File: config.mk
export PLATFORM = sky130hd
export DESIGN_NAME = div_stage_reg
export DESIGN_NICKNAME = d
export VERILOG_FILES = /design/src/rtl/div_pkg.sv /design/src/rtl/div_stage_reg.sv
export SDC_FILE = /design/constraint.sdc
export NUM_CORES = 1
export LEC_CHECK = 0
export ABC_AREA = 0
export CAP_MARGIN = 15
export CORE_AREA = 2 2 119 98
export CTS_BUF_LIST = sky130_fd_sc_hd__clkbuf_4 sky130_fd_sc_hd__clkbuf_8
export DETAILED_ROUTE_END_ITERATION = 8
export DIE_AREA = 0 0 121 100
export GPL_ROUTABILITY_DRIVEN = 0
export PLACE_DENSITY = 0.91
export SETUP_SLACK_MARGIN = 0.05
export SYNTH_ARGS = -nofsm -noshare
export SYNTH_HDL_FRONTEND = slang
export SYNTH_SLANG_ARGS = --single-unit
File: constraint.sdc
create_clock -name clock -period 1.65 [get_ports clock]
set_input_delay 0.165 -clock clock [delete_from_list [all_inputs] [get_ports clock]]
set_output_delay 0.165 -clock clock [all_outputs]
set_load 0.01 [all_outputs]
File: src/rtl/div_pkg.sv
// Shared types for the restoring-divider pipeline.
// Holds default widths, stage-state encoding and the entry bundle.
package div_pkg;

  localparam int DIVISOR_BITS_DEF  = 8;
  localparam int DIVIDEND_BITS_DEF = 16;
  localparam int TAG_BITS_DEF      = 4;

  function automatic int add_bits(
    input int dvs,
    input int dvd
  );
    return dvs + dvd - 1;
  endfunction

  localparam int ADD_BITS_DEF =
    add_bits(DIVISOR_BITS_DEF, DIVIDEND_BITS_DEF);

  typedef enum logic [1:0] {
    ST_EMPTY = 2'd0,
    ST_ONE   = 2'd1,
    ST_TWO   = 2'd2
  } stage_state_e;

  typedef struct packed {
    logic [ADD_BITS_DEF-1:0]      dividend;
    logic [ADD_BITS_DEF-1:0]      divisor;
    logic [DIVIDEND_BITS_DEF-1:0] quotient;
    logic [TAG_BITS_DEF-1:0]      tag;
  } div_entry_t;

  function automatic logic [1:0] occ_of(
    input stage_state_e s
  );
    logic [1:0] n;
    n = 2'd0;
    case (s)
      ST_ONE:  n = 2'd1;
      ST_TWO:  n = 2'd2;
      default: n = 2'd0;
    endcase
    return n;
  endfunction

endpackage

File: src/rtl/div_stage_reg.sv
// Flow-controlled register between two divider iterations.
// SKID=1 gives a two-entry buffer with registered in_ready.
module div_stage_reg
  import div_pkg::*;
#(
  parameter int DIVISOR_BITS  = DIVISOR_BITS_DEF,
  parameter int DIVIDEND_BITS = DIVIDEND_BITS_DEF,
  parameter int ADD_BITS      =
    add_bits(DIVISOR_BITS, DIVIDEND_BITS),
  parameter int TAG_BITS      = TAG_BITS_DEF,
  parameter bit SKID          = 1'b1
) (
  input  logic                     clock,
  input  logic                     reset,
  input  logic                     flush,
  input  logic                     in_valid,
  output logic                     in_ready,
  input  logic [ADD_BITS-1:0]      in_dividend,
  input  logic [ADD_BITS-1:0]      in_divisor,
  input  logic [DIVIDEND_BITS-1:0] in_quotient,
  input  logic [TAG_BITS-1:0]      in_tag,
  output logic                     out_valid,
  input  logic                     out_ready,
  output logic [ADD_BITS-1:0]      out_dividend,
  output logic [ADD_BITS-1:0]      out_divisor,
  output logic [DIVIDEND_BITS-1:0] out_quotient,
  output logic [TAG_BITS-1:0]      out_tag,
  output logic [1:0]               occupancy
);

  typedef struct packed {
    logic [ADD_BITS-1:0]      dividend;
    logic [ADD_BITS-1:0]      divisor;
    logic [DIVIDEND_BITS-1:0] quotient;
    logic [TAG_BITS-1:0]      tag;
  } entry_t;

  entry_t in_e;
  entry_t head;

  assign in_e = '{
    dividend: in_dividend,
    divisor:  in_divisor,
    quotient: in_quotient,
    tag:      in_tag
  };

  assign out_dividend = head.dividend;
  assign out_divisor  = head.divisor;
  assign out_quotient = head.quotient;
  assign out_tag      = head.tag;

  if (SKID) begin : g_skid
    stage_state_e state_q, state_d;
    entry_t       main_q, main_d;
    entry_t       skid_q, skid_d;
    logic         rdy_q, rdy_d;
    logic [1:0]   occ_q, occ_d;
    logic         acc, pop, vld;

    assign vld = state_q != ST_EMPTY;
    // Flush drops the presented entry even when ready.
    assign acc = in_valid & rdy_q & ~flush;
    assign pop = vld & out_ready;

    always_comb begin
      state_d = state_q;
      main_d  = main_q;
      skid_d  = skid_q;
      case (state_q)
        ST_EMPTY:
          if (acc) begin
            state_d = ST_ONE;
            main_d  = in_e;
          end
        ST_ONE:
          if (acc && pop) begin
            main_d = in_e;
          end else if (acc) begin
            state_d = ST_TWO;
            skid_d  = in_e;
          end else if (pop) begin
            state_d = ST_EMPTY;
          end
        ST_TWO:
          if (pop) begin
            state_d = ST_ONE;
            main_d  = skid_q;
          end
        default: state_d = ST_EMPTY;
      endcase
      if (flush) state_d = ST_EMPTY;
      rdy_d = state_d != ST_TWO;
      occ_d = occ_of(state_d);
    end

    always_ff @(posedge clock) begin
      if (reset) begin
        state_q <= ST_EMPTY;
        main_q  <= '0;
        skid_q  <= '0;
        rdy_q   <= 1'b0;
        occ_q   <= 2'd0;
      end else begin
        state_q <= state_d;
        main_q  <= main_d;
        skid_q  <= skid_d;
        rdy_q   <= rdy_d;
        occ_q   <= occ_d;
      end
    end

    assign in_ready  = rdy_q & ~reset;
    assign out_valid = vld;
    assign occupancy = occ_q;
    assign head      = main_q;
  end else begin : g_flop
    entry_t main_q, main_d;
    logic   valid_q, valid_d;
    logic   rdy, acc, pop;

    assign rdy = ~reset & (~valid_q | out_ready);
    assign acc = in_valid & rdy & ~flush;
    assign pop = valid_q & out_ready;

    always_comb begin
      main_d  = main_q;
      valid_d = valid_q;
      if (acc) begin
        main_d  = in_e;
        valid_d = 1'b1;
      end else if (pop) begin
        valid_d = 1'b0;
      end
      if (flush) valid_d = 1'b0;
    end

    always_ff @(posedge clock) begin
      if (reset) begin
        main_q  <= '0;
        valid_q <= 1'b0;
      end else begin
        main_q  <= main_d;
        valid_q <= valid_d;
      end
    end

    assign in_ready  = rdy;
    assign out_valid = valid_q;
    assign occupancy = {1'b0, valid_q};
    assign head      = main_q;
  end

endmodule
==> flow_metrics.py <==
metrics = {
    "run_status": {
        "outcome": "completed",
    },
    "power": {
        "intPower_uw": 5770,
        "leakagePower_uw": 0.00318,
        "swShare": 0.226,
        "p_per_area_nw_per_um2": 942,
        "power_uw": 7460,
        "seq_power_share": 0.465,
        "power_switching_uw": 1680,
        "pwr-share-comb": 0.121,
        "clkPwrFrac": 0.414,
        "max-vdd-ir-drop_mv": 0.643,
    },
    "clocking": {
        "cts_buffers": 17,
        "clkLatencyLatePin_ps": 430,
        "cts_root_buf": "clkbuf_8",
        "htree_levels": 4,
        "postCtsHoldBufs": 0,
        "cts_sinks": 137,
        "cts_tree": "done",
        "cts.clk_slew.worst_paths_ps": 80,
        "clockBufferDepth": 2,
    },
    "drt": {
        "antenna_left": 0,
        "wl_per_cell_microns": 17.5,
        "wl_microns": 15800,
        "first_pass_iters": 5,
        "drt_iter0_drc": 456,
        "via_per_inst": 5.50,
        "num_vias": 4984,
        "drc": 0,
    },
    "placed_design": {
        "io_buffer_count": 140,
        "hpwl_microns": 8450,
        "dp_slack_ps": -330,
        "place_inst": 857,
    },
    "synthesis": {
        "synthCells": 606,
        "synth.top_cell.area_share": 0.511,
        "synth_top_cell_by_area": "dfxtp_1",
        "yosysWarnings": 0,
        "yosysSeqAreaShare": 0.511,
        "syn-num-nets": 677,
        "syn_area_sq_um": 5360,
        "yosysUniqueCellTypes": 23,
        "syn_avg_cell_area_sq_um": 8.85,
        "yosys_register_bits": 137,
        "ys_top_cells_by_area": "dfxtp_1, mux2i_1, nand2_1",
    },
    "critical_path": {
        "path_buf_inv": 2,
        "cp.required_ps": 1980,
        "path_max_fanout": 16,
        "cp_top_family": "compound AO/OA/AOI/OAI gates",
        "start_kind": "register",
        "worstPathCellList": "or2_1, o32ai_4, buf_12, clkbuf_16, nor2_1, a211oi_1",
        "path_class": "register to register",
        "crit_path_end_kind": "register",
        "worstPathArrival_ps": 1970,
        "startpoint": "g_skid.state_q[1]$_SDFF_PP0_",
        "r2r-start": "g_skid.state_q[1]$_SDFF_PP0_",
        "cpMaxStageDelayCell": "dfxtp_2",
        "cp_slowest_stage_delay_ps": 330,
    },
    "timing": {
        "slew_headroom": 0.567,
        "rsz0062_at_grt": "true",
        "min_period_ps": 1640,
        "worst_slack_ps": 7.60,
        "finalMaxSlewViolations": 0,
        "setup_violations": 0,
        "skew_ps": 11.9,
        "tns_ps": 0,
        "tightest_slew_ps": 649,
        "period_share": 0.995,
        "hold_violations": 0,
        "max_freq_mhz": 609,
    },
    "floorplanning": {
        "ios": 141,
        "core_area_sq_um": 11100,
        "die-area_sq_um": 12100,
        "die_w_microns": 121,
        "start_util": 0.484,
        "die_h_microns": 100,
        "floorplan.rows": 35,
    },
    "global_routing": {
        "grt_pass1_vias": 4577,
        "grt_pass1_wl_microns": 21800,
        "grt_usage": 0.226,
        "grt_start_max_net_pins": 138,
        "overflow": 0,
        "antenna_found_initial": 0,
    },
    "final_layout": {
        "areaGrowthSynthToFinish_pct": 47.7,
        "n_antenna_cell": 0,
        "seqCellArea_sq_um": 2750,
        "final_cells": 907,
        "nFillCells": 767,
        "nNetsFinal": 817,
        "drive_gt1_frac": 0.119,
        "multi_input_area_sq_um": 2480,
        "post-route-util": 0.715,
    },
    "worst_hold_path": {
        "min_path_type": "input pin to register",
        "hold_start": "in_divisor[15]",
    },
    "job": {
        "cap_violations": 0,
    },
}
==> power groups by stage <==
stage	sequential (uW)	combinational, uW	clock (uW)
floorplan	3570	269	0
global placement	3530	731	0
detailed placement	3540	752	0
CTS	3460	798	3120
global route	3470	961	3270
finish	3470	906	3080
==> cell usage in the layout (no fill, tap or decap) <==
cell type | Yosys | routed
nand2_1 | 134 | 134
mux2i_1 | 67 | 67
dlygate4sd2_1 | 0 | 1
nor2b_1 | 2 | 1
clkdlybuf4s50_1 | 0 | 137
inv_1 | 2 | 2
a211oi_1 | 66 | 51
and3b_1 | 1 | 1
dfxtp_2 | 0 | 3
and3_4 | 0 | 1
nor3_1 | 2 | 2
clkbuf_4 | 0 | 2
clkbuf_16 | 0 | 11
dfxtp_1 | 137 | 134
buf_12 | 0 | 8
bufinv_16 | 0 | 3
or2_1 | 1 | 1
nor2_1 | 66 | 66
o21ai_0 | 1 | 1
clkinv_4 | 0 | 1
a21oi_1 | 68 | 68
buf_2 | 26 | 1
buf_8 | 0 | 1
buf_16 | 0 | 5
a211oi_2 | 0 | 15
a2111oi_1 | 0 | 2
or2_2 | 1 | 1
clkbuf_8 | 0 | 25
nand2b_4 | 0 | 1
buf_6 | 2 | 1
o22a_1 | 1 | 1
buf_4 | 2 | 7
nand3_2 | 0 | 1
o32ai_4 | 0 | 1
nor2b_4 | 0 | 1
clkinv_2 | 0 | 1
==> logic make-up after synthesis <==
group,after synthesis,synth area share
AO/OA/AOI/OAI,139,0.165
AND/OR/NAND/NOR,210,0.151
flip-flops,137,0.511
buffers and inverters,53,0.0474
multiplexers,67,0.125
==> synthesized netlist by cell type <==
master / count
a2111oi_0: 2
a211oi_1: 66
a21oi_1: 68
and3_1: 1
and3b_1: 1
buf_2: 26
buf_4: 2
buf_6: 2
clkbuf_1: 21
dfxtp_1: 137
inv_1: 2
mux2i_1: 67
nand2_1: 134
nand2b_1: 1
nand3_1: 1
nor2_1: 66
nor2b_1: 2
nor3_1: 2
o21ai_0: 1
o22a_1: 1
o32ai_2: 1
or2_1: 1
or2_2: 1
==> final cells by class <==
class,instances,share of cell area
flip-flops and latches,137,0.347
multi-input cells,416,0.313
repair buffers,172,0.257
clock buffers,27,0.0453
well taps,148,0.0234
clock inverters,5,0.0131
inverters,2,0.000948
==> through the flow <==
stage / hold WS [ps] / area (sq um)
5_1_grt: 303 / 7920
4_1_cts: 283 / 7530
3_3_place_gp: 440 / 6930
6_report: 306 / 7920
2_1_floorplan: 243 / 5360
3_5_place_dp: 446 / 6930
==> final timing paths <==
check | endpoint | slack, ps | cells after the start
min | g_skid.skid_q[35]$_SDFFE_PP0P_ | 310 | 3
max | out_dividend[17]$_SDFFE_PP0P_ | 8 | 6
min reg2reg | g_skid.skid_q[38]$_SDFFE_PP0P_ | 450 | 2
max reg2reg | out_dividend[17]$_SDFFE_PP0P_ | 8 | 6
==> registers in the layout, summed over array words and instances (netlist names) <==
name	cells
g_skid.state_q	2
out_quotient	16
g_skid.rdy_q	1
g_skid.skid_q	66
out_divisor	23
occupancy	2
out_tag	4
out_dividend	23
==> routing by layer <==
metal  up-vias  wire length (microns)  global-route usage
met5         -                      0                   0
met4         0                    421              0.0930
met3        49                   1000              0.0585
met2       198                   7740               0.392
met1      2377                   6690               0.266
li1       2360                      -                   -
==> worst register-to-register path: stages, from the launching register on <==
cell,delay [ps]
dfxtp_2,330
or2_1,240
o32ai_4,250
buf_12,220
clkbuf_16,210
nor2_1,60
a211oi_1,240
==> what timing repair did <==
action                     CTS  global route
gates resized for setup     16            20
setup buffers                2             0
setup endpoints to repair  112            78
gates cloned                 2            14
pin swaps                    7             3
No activity file was read; power rests on OpenSTA's default activity.
